File: src/rtl/pipeline_trace_gen.sv
// Trace producer: shadows the 5-stage pipeline slots and queues one record per retirement.
// Optional TRACE_FLUSH_EN: also emit a FLUSH record when a flush kills a valid instruction.
module pipeline_trace_gen #(
  parameter int unsigned PC_W       = 16,
  parameter int unsigned INSTR_W    = 16,
  parameter int unsigned SEQ_W      = 8,
  parameter int unsigned CYC_W      = 32,
  parameter int unsigned FIFO_DEPTH = 4
) (
  input  logic               clk,
  input  logic               rst_n,
  input  logic               i_if_valid,
  input  logic [PC_W-1:0]    i_if_pc,
  input  logic [INSTR_W-1:0] i_if_instr,
  input  logic               i_pc_stall,
  input  logic               i_if_id_stall,
  input  logic               i_if_flush,
  input  logic               i_id_flush,
  input  logic               i_wb_we,
  input  logic [3:0]         i_wb_addr,
  input  logic [15:0]        i_wb_data,
  output logic               o_tr_valid,
  input  logic               i_tr_ready,
  output logic [1:0]         o_tr_kind,
  output logic [SEQ_W-1:0]   o_tr_seq,
  output logic [CYC_W-1:0]   o_tr_cycle,
  output logic [PC_W-1:0]    o_tr_pc,
  output logic [INSTR_W-1:0] o_tr_instr,
  output logic               o_tr_we,
  output logic [3:0]         o_tr_waddr,
  output logic [15:0]        o_tr_wdata,
  output logic               o_tr_overflow,
  output logic [7:0]         o_drop_cnt
);

  localparam int unsigned PTR_W = (FIFO_DEPTH > 1) ? $clog2(FIFO_DEPTH) : 1;
  localparam int unsigned CNT_W = PTR_W + 1;

  typedef struct packed {
    logic [SEQ_W-1:0]   seq;
    logic [INSTR_W-1:0] instr;
    logic [PC_W-1:0]    pc;
  } slot_t;

  typedef struct packed {
    logic [1:0]         kind;
    logic [SEQ_W-1:0]   seq;
    logic [CYC_W-1:0]   cycle;
    logic [PC_W-1:0]    pc;
    logic [INSTR_W-1:0] instr;
    logic               we;
    logic [3:0]         waddr;
    logic [15:0]        wdata;
  } rec_t;

  logic [CYC_W-1:0] r_cycle;
  logic [SEQ_W-1:0] r_seq;
  logic             r_ifid_v, r_idex_v, r_exmem_v, r_memwb_v;
  slot_t            r_ifid, r_idex, r_exmem, r_memwb;

  logic             w_accept;
  slot_t            w_fetch;

  assign w_accept = i_if_valid & ~i_pc_stall & ~i_if_id_stall;
  assign w_fetch  = '{seq: r_seq, instr: i_if_instr, pc: i_if_pc};

  // Shadow pipeline: flush beats stall beats advance; EX/MEM and MEM/WB never stall.
  always_ff @(posedge clk or negedge rst_n) begin
    if (!rst_n) begin
      r_cycle   <= '0;
      r_seq     <= '0;
      r_ifid_v  <= 1'b0;
      r_idex_v  <= 1'b0;
      r_exmem_v <= 1'b0;
      r_memwb_v <= 1'b0;
      r_ifid    <= '0;
      r_idex    <= '0;
      r_exmem   <= '0;
      r_memwb   <= '0;
    end else begin
      r_cycle <= r_cycle + CYC_W'(1);
      if (w_accept) r_seq <= r_seq + SEQ_W'(1);
      if (i_if_flush) begin
        r_ifid_v <= 1'b0;
      end else if (!i_if_id_stall) begin
        r_ifid_v <= w_accept;
        r_ifid   <= w_fetch;
      end
      if (i_id_flush || i_if_id_stall) begin
        r_idex_v <= 1'b0;
      end else begin
        r_idex_v <= r_ifid_v;
        r_idex   <= r_ifid;
      end
      r_exmem_v <= r_idex_v;
      r_exmem   <= r_idex;
      r_memwb_v <= r_exmem_v;
      r_memwb   <= r_exmem;
    end
  end

`ifdef TRACE_FLUSH_EN
  logic  w_flush_v;
  slot_t w_flush_slot;

  // The IF/ID occupant is older than the word being fetched, so it wins the FLUSH record.
  always_comb begin
    w_flush_v    = 1'b0;
    w_flush_slot = r_ifid;
    if (r_ifid_v && ((i_id_flush && !i_if_id_stall) || (i_if_flush && i_if_id_stall))) begin
      w_flush_v = 1'b1;
    end else if (w_accept && i_if_flush) begin
      w_flush_v    = 1'b1;
      w_flush_slot = w_fetch;
    end
  end
`endif

  logic w_push_v;
  logic w_lost;
  rec_t w_rec;

  always_comb begin
    w_push_v = 1'b0;
    w_lost   = 1'b0;
    w_rec    = '0;
    if (r_memwb_v) begin
      w_push_v    = 1'b1;
      w_rec.kind  = 2'b00;
      w_rec.seq   = r_memwb.seq;
      w_rec.cycle = r_cycle;
      w_rec.pc    = r_memwb.pc;
      w_rec.instr = r_memwb.instr;
      w_rec.we    = i_wb_we;
      w_rec.waddr = i_wb_addr;
      w_rec.wdata = i_wb_data;
    end
`ifdef TRACE_FLUSH_EN
    else if (w_flush_v) begin
      w_push_v    = 1'b1;
      w_rec.kind  = 2'b01;
      w_rec.seq   = w_flush_slot.seq;
      w_rec.cycle = r_cycle;
      w_rec.pc    = w_flush_slot.pc;
      w_rec.instr = w_flush_slot.instr;
    end
    w_lost = r_memwb_v & w_flush_v;
`endif
  end

  rec_t             r_mem [FIFO_DEPTH];
  logic [PTR_W-1:0] r_wr_ptr, r_rd_ptr;
  logic [CNT_W-1:0] r_count;
  logic             r_overflow;
  logic [7:0]       r_drop_cnt;

  logic             w_full, w_pop, w_wr;
  logic [1:0]       w_drop_n;
  logic [8:0]       w_drop_sum;
  rec_t             w_head;

  assign w_full     = (r_count == CNT_W'(FIFO_DEPTH));
  assign w_pop      = o_tr_valid & i_tr_ready;
  // A pop frees the slot the push lands in, so a full FIFO still accepts on a pop cycle.
  assign w_wr       = w_push_v & (~w_full | w_pop);
  assign w_drop_n   = {1'b0, w_push_v & ~w_wr} + {1'b0, w_lost};
  assign w_drop_sum = {1'b0, r_drop_cnt} + {7'b0, w_drop_n};

  always_ff @(posedge clk or negedge rst_n) begin
    if (!rst_n) begin
      for (int unsigned i = 0; i < FIFO_DEPTH; i++) r_mem[i] <= '0;
      r_wr_ptr   <= '0;
      r_rd_ptr   <= '0;
      r_count    <= '0;
      r_overflow <= 1'b0;
      r_drop_cnt <= '0;
    end else begin
      if (w_wr) begin
        r_mem[r_wr_ptr] <= w_rec;
        r_wr_ptr        <= r_wr_ptr + PTR_W'(1);
      end
      if (w_pop) r_rd_ptr <= r_rd_ptr + PTR_W'(1);
      case ({w_wr, w_pop})
        2'b10:   r_count <= r_count + CNT_W'(1);
        2'b01:   r_count <= r_count - CNT_W'(1);
        default: r_count <= r_count;
      endcase
      if (w_drop_n != 2'd0) begin
        r_overflow <= 1'b1;
        r_drop_cnt <= w_drop_sum[8] ? 8'hFF : w_drop_sum[7:0];
      end
    end
  end

  assign w_head        = r_mem[r_rd_ptr];
  assign o_tr_valid    = (r_count != '0);
  assign o_tr_kind     = w_head.kind;
  assign o_tr_seq      = w_head.seq;
  assign o_tr_cycle    = w_head.cycle;
  assign o_tr_pc       = w_head.pc;
  assign o_tr_instr    = w_head.instr;
  assign o_tr_we       = w_head.we;
  assign o_tr_waddr    = w_head.waddr;
  assign o_tr_wdata    = w_head.wdata;
  assign o_tr_overflow = r_overflow;
  assign o_drop_cnt    = r_drop_cnt;

endmodule

File: config.mk
export PLATFORM = sky130hd
export DESIGN_NAME = pipeline_trace_gen
export DESIGN_NICKNAME = d
export VERILOG_FILES = /design/src/rtl/pipeline_trace_gen.sv
export SDC_FILE = /design/constraint.sdc
export NUM_CORES = 1
export LEC_CHECK = 0
export ABC_AREA = 1
export BUFFER_PORTS_ARGS = -buffer_cell sky130_fd_sc_hd__buf_2
export CORE_MARGIN = 8
export CORE_UTILIZATION = 38
export CTS_BUF_LIST = sky130_fd_sc_hd__clkbuf_8
export CTS_CLUSTER_SIZE = 24
export DETAILED_ROUTE_END_ITERATION = 6
export PLACE_DENSITY = 0.63
export SLEW_MARGIN = 40
export SYNTH_ARGS = -nofsm -noshare
export SYNTH_HDL_FRONTEND = slang
export SYNTH_SLANG_ARGS = --single-unit
export TNS_END_PERCENT = 20
File: constraint.sdc
create_clock -name clk -period 4.7 [get_ports clk]
set_clock_uncertainty 0.05 [all_clocks]
set_input_delay 0.235 -clock clk [delete_from_list [all_inputs] [get_ports clk]]
set_output_delay 0.235 -clock clk [all_outputs]
set_load 0.005 [all_outputs]
==> flow_metrics.env <==
export IMPL_netlist_top_cells_area="dfrtp_1 (58%), nand2_1 (13%), o21ai_0 (10%)"
export IMPL_ioPinCount=166
export IMPL_drive_above_1_share_pct=14.8
export IMPL_endpoint_kind="primary output"
export IMPL_stdcell_count=3910
export IMPL_layout_min_cycle_time_ns=3.49
export IMPL_setup_tns_ns=0
export IMPL_yosysTopAreaCell="dfrtp_1"
export IMPL_worst_slew_pin_slew_ns=0.956
export IMPL_worstPathCellList="clkinv_2 > buf_4 > o21ai_0 > o22ai_1 > buf_2"
export IMPL_hp_class="in2reg"
export IMPL_nFillCells=6519
export IMPL_yosysSeqAreaShare_pct=58.0
export IMPL_grt_pass1_wl_um=114000
export IMPL_cp_arrival_ns=3.21
export IMPL_final_seq_area_um2=14800
export IMPL_p_per_area_nw_per_um2=542
export IMPL_avgRoutedWirePerCell_um=18.3
export IMPL_crit_buf_inv=3
export IMPL_die_w_um=275
export IMPL_crit_type="reg2out"
export IMPL_post_route_drc_count=0
export IMPL_area_delta_synth_final_pct=14.8
export IMPL_wl_um=71400
export IMPL_synth_top_area_share_pct=58.0
export IMPL_dp_hpwl_um=40000
export IMPL_synthArstFlopShare_pct=100
export IMPL_num_rows=95
export IMPL_hold_viol=0
export IMPL_leakagePower_uw=0.0150
export IMPL_timing_fmax_mhz=286
export IMPL_dpl_cell_count=3665
export IMPL_yosys_cell_count_top_type="nand2_1"
export IMPL_routabilityCongestion=0.780
export IMPL_rsz0062_at_grt="false"
export IMPL_fin_crit_sh_pct=74.3
export IMPL_htreeDepth=3
export IMPL_cts_buffers=104
export IMPL_relSlewSlack_pct=36.2
export IMPL_coreArea_um2=66900
export IMPL_post_cts_buffers=0
export IMPL_grt_ovfl_total=0
export IMPL_synthFlopType="dfrtp_1"
export IMPL_grtUsageTotal_pct=19.0
export IMPL_cp_start_kind="register"
export IMPL_final_antenna_net_count=0
export IMPL_ys_types=30
export IMPL_routed_via_count=20010
export IMPL_synth_edf_count=0
export IMPL_drv_cap=0
export IMPL_synth_area_um2=25500
export IMPL_cp_required_ns=4.41
export IMPL_syn_avg_cell_area_um2=9.07
export IMPL_grt_antenna_before_repair=3
export IMPL_power_total_uw=15900
export IMPL_slowest_stage="dfrtp_4"
export IMPL_clk_pin_slew_ns=0.06
export IMPL_cts_max_path_buffers=3
export IMPL_port_buffer_count=163
export IMPL_setup_viol=0
export IMPL_ys_top_cells_by_count="nand2_1 (884), dfrtp_1 (592), o21ai_0 (515), nor2_1 (243), clkbuf_1 (94)"
export IMPL_cts_tree="built"
export IMPL_clock_latency_ns=0.72
export IMPL_path_max_fanout=39
export IMPL_drtIter0Drc=1642
export IMPL_cts_root_buffer="clkbuf_8"
export IMPL_dr_pass1_iters=5
export IMPL_viasPerCell=5.12
export IMPL_synth_cells=2815
export IMPL_hold_ws_ns=0.0613
export IMPL_synth_seq_cells=592
export IMPL_cp_top_family="buffers and inverters"
export IMPL_start_util_pct=38.2
export IMPL_nets=3034
export IMPL_yosysWarnings=0
export IMPL_die_area_um2=75800
export IMPL_drv_slew=0
export IMPL_cts_sinks=592
export IMPL_multi_input_area_um2=9240
export IMPL_grt_max_degree=197
export IMPL_max_stage_delay_ns=0.72
export IMPL_chipHeight_um=275
export IMPL_grt_pass1_vias=20233
export IMPL_status="completed"
export IMPL_ir_drop_v=0.000247
worst paths after layout:
check / to / slack [ns] / cells after the start / startpoint
min in group asynchronous: r_mem[291]$_DFFE_PN0P_ / 0.12 / 3 / rst_n
max in group asynchronous: r_mem[245]$_DFFE_PN0P_ / 3.61 / 4 / rst_n
setup / recovery: o_tr_cycle[11] / 1.21 / 5 / r_rd_ptr[1]$_DFFE_PN0P_
hold reg to reg: r_memwb[39]$_DFF_PN0_ / 0.28 / 0 / r_exmem[39]$_DFF_PN0_
hold / removal: r_ifid[31]$_DFFE_PN0P_ / 0.06 / 3 / i_if_id_stall
setup reg to reg: r_mem[19]$_DFFE_PN0P_ / 2.06 / 6 / r_wr_ptr[0]$_DFFE_PN0P_
layout by cell type, fill, tap and decap left out, types with 3 or more instances in the layout:
cell           Yosys  layout
nand4_1            4       4
clkbuf_8           0     133
dfrtp_1          592     590
mux2_2            76      76
inv_1             42      69
buf_2             51     162
buf_4             19      24
xnor2_1            7       7
o21ai_0          515     515
nor2_4             5       8
xor2_1            17      17
o22ai_1           93      93
nor2_1           243     241
dlygate4sd3_1      0      64
nand2_1          884     883
clkinv_2           0      13
nand3b_1           9       9
o21ai_1           51      51
nand3_1           21      21
diode_2            0       3
nor2_2             7       6
buf_12             0       9
ha_1               9       9
a21oi_1            7       7
inv_8              0       4
layout make-up:
class	count	share of cell area [%]
clock buffers	133	6.24
well taps	873	3.73
diodes	3	0.0256
flip-flops and latches	592	50.5
multi-input cells	1955	31.5
inverters	47	0.661
repair buffers	263	6.40
clock inverters	44	0.888
cells by family (layout without fill, tap and decap cells):
logic type	Yosys count	count (layout)	synth area share (%)
other cells	1	5	0.0147
buf+inv	269	487	5.97
simple gates	1176	1176	17.8
compound gates	667	667	13.5
flops	592	592	58.0
fa+ha+maj	10	10	0.519
xor+xnor	24	24	0.823
mux	76	76	3.35
flip-flops by register name, indices dropped and copies added, names as in the netlist:
signal,cells
o_drop_cnt,8
r_ifid_v,1
r_mem,372
r_memwb,40
o_tr_overflow,1
r_seq,8
r_exmem_v,1
r_idex,40
r_idex_v,1
r_cycle,32
r_memwb_v,1
r_wr_ptr,2
r_exmem,40
r_ifid,40
r_rd_ptr,2
r_count,3
worst register-to-register path, cell delays in order, from the launching register on:
cell	delay, ns
dfrtp_1	0.38
ha_1	0.18
clkinv_2	0.48
nor2_4	0.82
buf_4	0.47
nand2_1	0.10
nand2_1	0.08
repair_timing:
| action | in CTS | in global routing |
|---|---|---|
| resized for setup | 0 | 0 |
| hold endpoints to repair | 548 | 0 |
| hold buffers | 65 | 0 |
layer usage:
metal / vias up / GRT usage [%] / wire length [um]
li1: 9491 / - / -
met1: 9890 / 25.4 / 32600
met2: 483 / 30.6 / 33400
met3: 146 / 3.38 / 3220
met4: 0 / 7.16 / 2140
met5: - / 0 / 0
power by group:
part | internal, uW | switching, uW | leakage [uW]
registers | 5970 | 662 | 0.00781
clock network | 2630 | 2140 | 0.00119
logic | 1460 | 3020 | 0.00596
total | 10100 | 5820 | 0.0150
metrics by stage:
stage          util, %  setup WS (ns)  area, um2
4_1_cts           43.8           1.14      29300
5_1_grt           43.8           1.04      29300
2_1_floorplan        -           2.52      25500
3_3_place_gp      39.6           1.90      26500
3_5_place_dp      39.7           1.94      26600
6_report          43.8           1.21      29300
Power figures use the tool's default switching activity.
